**src/rtl/insertion_sort.sv**
```systemverilog
// insertion_sort: sequential stable ascending insertion sorter, one compare-and-shift step per cycle
module insertion_sort #(
  parameter int NUM_VALS  = 8,
  parameter int SIZE_DATA = 8
) (
  input  logic                 i_clk,
  input  logic                 i_rst_n,
  input  logic                 i_start,
  input  logic [SIZE_DATA-1:0] i_data [NUM_VALS],
  output logic                 o_done,
  output logic [SIZE_DATA-1:0] o_data [NUM_VALS]
);
  localparam int AW = $clog2(NUM_VALS);
  localparam int IW = AW + 1;
  typedef enum logic [1:0] {IDLE, FETCH, SHIFT, DONE} state_t;
  state_t               state;
  logic [SIZE_DATA-1:0] arr     [NUM_VALS];
  logic [SIZE_DATA-1:0] arr_ins [NUM_VALS];
  logic [SIZE_DATA-1:0] key;
  logic [IW-1:0]        i, p, pm1;
  logic                 shift_en, last;
  always_comb begin
    pm1      = p - IW'(1);
    shift_en = (p != '0) && (arr[pm1[AW-1:0]] > key);
    last     = (i == IW'(NUM_VALS - 1));
    arr_ins  = arr;
    arr_ins[p[AW-1:0]] = key;
  end
  // equal keys stop the shift, which keeps the sort stable
  always_ff @(posedge i_clk) begin
    if (!i_rst_n) begin
      state  <= IDLE;
      o_done <= 1'b0;
      o_data <= '{default: '0};
      arr    <= '{default: '0};
      key    <= '0;
      i      <= '0;
      p      <= '0;
    end else begin
      case (state)
        IDLE: if (i_start) begin
          arr   <= i_data;
          i     <= IW'(1);
          state <= FETCH;
        end
        FETCH: begin
          key   <= arr[i[AW-1:0]];
          p     <= i;
          state <= SHIFT;
        end
        SHIFT: if (shift_en) begin
          arr[p[AW-1:0]] <= arr[pm1[AW-1:0]];
          p              <= pm1;
        end else begin
          arr <= arr_ins;
          if (last) begin
            o_data <= arr_ins;
            o_done <= 1'b1;
            state  <= DONE;
          end else begin
            i     <= i + IW'(1);
            state <= FETCH;
          end
        end
        DONE: if (!i_start) begin
          o_done <= 1'b0;
          state  <= IDLE;
        end
        default: state <= IDLE;
      endcase
    end
  end
endmodule

```
**config.mk**
```make
export PLATFORM = sky130hd
export DESIGN_NAME = insertion_sort
export DESIGN_NICKNAME = d
export VERILOG_FILES = /design/src/rtl/insertion_sort.sv
export SDC_FILE = /design/constraint.sdc
export NUM_CORES = 1
export LEC_CHECK = 0
export BUFFER_PORTS_ARGS = -buffer_cell sky130_fd_sc_hd__buf_4
export CAP_MARGIN = 40
export CORE_MARGIN = 5
export CORE_UTILIZATION = 24
export DETAILED_ROUTE_END_ITERATION = 10
export HOLD_SLACK_MARGIN = 0.06
export SLEW_MARGIN = 20
export SYNTH_ARGS = -nofsm -noshare
export SYNTH_HDL_FRONTEND = slang
export SYNTH_SLANG_ARGS = --single-unit
```
**constraint.sdc**
```tcl
create_clock -name i_clk -period 8.1 [get_ports i_clk]
set_input_delay 1.62 -clock i_clk [delete_from_list [all_inputs] [get_ports i_clk]]
set_output_delay 1.62 -clock i_clk [all_outputs]
set_load 0.005 [all_outputs]
```
==> metrics.txt <==
outcome complete, no violations; WS Path Type reg -> reg; total wire length 34.9 mm; Psw between 0.7 and 0.8 mW; WL/cell between 20 and 25 µm; endpoint class of the critical path register; crit path max fanout 20; LEAKAGE 3.69 nW; Slew headroom 0.390; port bufs ~130; Post-CTS Setup Inserts 0; Hold Buf Count CTS 0; sw frac 0.352; # H-tree levels 4; drt pass-1 iters 11; number of synthesized flops with an enable pin 0; Top delay family on crit path simple AND/OR/NAND/NOR gates; Final setup viols 0; vias per inst around 5.6; P_int between 1 and 1.5 mW; Synth Area per Inst 8.46 µm²; CP cell instances inv_1 -> ha_1 -> xor2_1 -> buf_4 -> a2111oi_1 -> nor4_4 -> ha_1 -> a41oi_1 -> o21ai_0 -> nand2b_1 -> nand2_1 -> buf_4 -> o221a_2 -> o32ai_1; Min-Delay Path Class reg -> reg; layout net count approximately 1200; Routed Antenna Nets 0; final setup TNS 0 ns; Clock Power Share 0.362; fmax around 190 MHz; Starting Density 0.242; die height between 150 and 200 µm; initial antenna violation count 0; DP HPWL around 26 mm; Hold Vio Cnt, Final 0; Worst VDD drop approximately 0.16 mV; layout cells sized above 1 0.230; Synth warnings 0; initial DRC count between 1000 and 1500; Area contributors post-synth dfxtp_1 (34%), nor2_1 (6.8%), a211oi_1 (6.4%), mux2i_1 (6.1%), mux4_2 (5.8%); Synth top area share 0.342; Tcrit/Tclk final 0.663; Unique masters post-synth 63; Flop pwr share 0.374; Core ar. between 30000 and 40000 µm²; global-route wire length before repair 51.1 mm; post-synth top area cell dfxtp_1; clk root buf clkbuf_16; synthesized area approximately 8600 µm²; Mapped Cells roughly 1000; Placer Congestion between 0.9 and 1; Max Slew Vio Count 0; Worst-path clk slew approximately 0.07 ns; maximum clock insertion buffer count 2; clk_skew approximately 0.014 ns; largest net degree at the start of global routing 83; # DRC 0; placed cells 1540; buffer and inverter count on the worst path 3; total power density per cell area 214 nW/µm²; synthesis-stage register bit count approximately 150; Worst path slowest cell nand2_1; Sink Count 147; RSZ-0062 raised after global routing no; GRT overflow 0; Required @ worst endpoint 8.44 ns; combinational fraction of design power 0.264; asr flop ratio synth 0; via count 8811; minimum clock period between 5 and 6 ns; row count 69; CTS tree yes; TritonCTS Buffers 17; Die Area between 30000 and 40000 µm²; area grow syn2layout 23.3%; IO Pins about 130; dominant synthesized flop cell dfxtp_1; CP Launch Type register; vias in the first global route just under 8000; R2R setup slack approximately 2.7 ns; register area share after synthesis 0.342; max-cap violations 0; Worst Max-Slew Pin Slew 0.909 ns; post-cts resize count 0; final cell count without fillers around 1600; Mapped Nets approximately 1100; all-layer global routing usage 0.168; Arr. time, crit path roughly 5.7 ns; clock latency on the worst-skew pair approximately 0.44 ns; antenna fix cells 0; die width around 200 µm; delay of the slowest critical-path stage about 0.66 ns
worst paths after layout:
check                               end  cells past startpoint  startpoint
worst min-delay path               i[3]                      2        i[3]
worst min register to register     i[3]                      2        i[3]
worst max-delay path            arr[56]                     14        p[1]
worst max register to register  arr[56]                     14        p[1]
stage by stage:
| stage | setup slack (ns) | power (mW) | hold slack (ns) | cell area (µm²) | utilization |
|---|---|---|---|---|---|
| global placement | 2.71 | 1.42 | 0.466 | 9930 | 0.280 |
| finish | 2.73 | 2.26 | 0.497 | 10600 | 0.299 |
| CTS | 2.49 | 2.25 | 0.494 | 10600 | 0.298 |
| global route | 2.41 | 2.34 | 0.512 | 10600 | 0.299 |
| detailed placement | 2.51 | 1.44 | 0.483 | 9990 | 0.281 |
| floorplan | 3.93 | 1.23 | 0.452 | 8590 | - |
Yosys cell counts, types with 3 or more instances:
| master | count |
|---|---|
| nor2_1 | 155 |
| dfxtp_1 | 147 |
| a21oi_1 | 81 |
| a211oi_1 | 73 |
| clkbuf_1 | 54 |
| mux2i_1 | 52 |
| nand2_1 | 51 |
| inv_1 | 41 |
| buf_2 | 29 |
| o21ai_0 | 27 |
| o211ai_1 | 26 |
| nand3_1 | 24 |
| o32ai_1 | 23 |
| mux4_2 | 22 |
| nor3_1 | 20 |
| a311oi_1 | 19 |
| a222oi_1 | 18 |
| o31ai_1 | 15 |
| ha_1 | 10 |
| o221a_2 | 10 |
| mux2_2 | 7 |
| nand4_1 | 7 |
| o21ai_1 | 7 |
| a31oi_1 | 6 |
| buf_1 | 6 |
| nor2b_1 | 6 |
| a31o_2 | 5 |
| a32oi_1 | 5 |
| buf_4 | 5 |
| nand2b_1 | 4 |
| o2111ai_1 | 4 |
| a2111oi_1 | 3 |
| a21o_1 | 3 |
| a31o_1 | 3 |
| a32o_1 | 3 |
| buf_6 | 3 |
| nor3_2 | 3 |
| nor3b_1 | 3 |
| o311a_1 | 3 |
| or3_1 | 3 |
per-layer routing:
metal | vias to the layer above | part of all wire | global-route usage
met3 | 42 | 0.12 | 0.0389
met5 | - | 0 | 0
met2 | 514 | 0.40 | 0.228
li1 | 4036 | - | -
met1 | 4219 | 0.46 | 0.265
met4 | 0 | 0.017 | 0.0393
flip-flops by register name, summed over array words and instances, names as in the netlist:
name and count:
arr 64, o_data 64, state 2, key 8, o_done 1, i 4, p 4
placed cells by master (no fill, tap or decap), types with 4 or more instances in the layout:
master / netlist / final
o221a_2: 10 / 10
nand3_1: 24 / 24
a31o_2: 5 / 5
a31oi_1: 6 / 6
inv_1: 41 / 40
o21ai_0: 27 / 27
mux4_2: 22 / 22
o21ai_1: 7 / 6
dfxtp_1: 147 / 147
a211oi_1: 73 / 73
ha_1: 10 / 10
nand2_1: 51 / 50
a222oi_1: 18 / 18
nand2b_1: 4 / 4
a311oi_1: 19 / 19
a32oi_1: 5 / 5
mux2_2: 7 / 7
o32ai_1: 23 / 23
nor2_1: 155 / 154
o31ai_1: 15 / 15
a21oi_1: 81 / 81
o2111ai_1: 4 / 4
mux2i_1: 52 / 52
o211ai_1: 26 / 26
nor3_1: 20 / 19
nor2b_1: 6 / 4
nand4_1: 7 / 7
buf_4: 5 / 156
clkbuf_16: 0 / 17
final cells by class:
class,instances,area [µm²]
fill,3784,24900
clock buffer,20,467
clock inverter,11,128
tap,461,577
timing repair buffer,161,1230
multi-input combinational,729,5090
inverter,43,163
sequential,147,2940
tightest hold or removal path, delay by kind of cell, from the launching register on:
kind / cells / cell delay (ns)
compound gates: 2 / 0.13
flops: 1 / 0.32
power by group through the flow:
stage | clock network, mW | registers [mW] | logic [mW]
final | 0.818 | 0.847 | 0.598
after global routing | 0.854 | 0.850 | 0.639
after CTS | 0.825 | 0.841 | 0.583
after detailed placement | 0 | 0.857 | 0.581
after global placement | 0 | 0.859 | 0.562
after floorplan | 0 | 0.813 | 0.414
cells by family after synthesis:
kind of cell               after synthesis  share of synthesized area
buffers and inverters                  140                     0.0702
AOI/OAI and AO/OA                      352                      0.297
muxes                                   82                      0.129
DFF                                    147                      0.342
and+or+nand+nor                        282                      0.144
adders and majority gates               10                     0.0146
xor gates and xnor gates                 3                    0.00306
(Power assumes the default switching activity.)
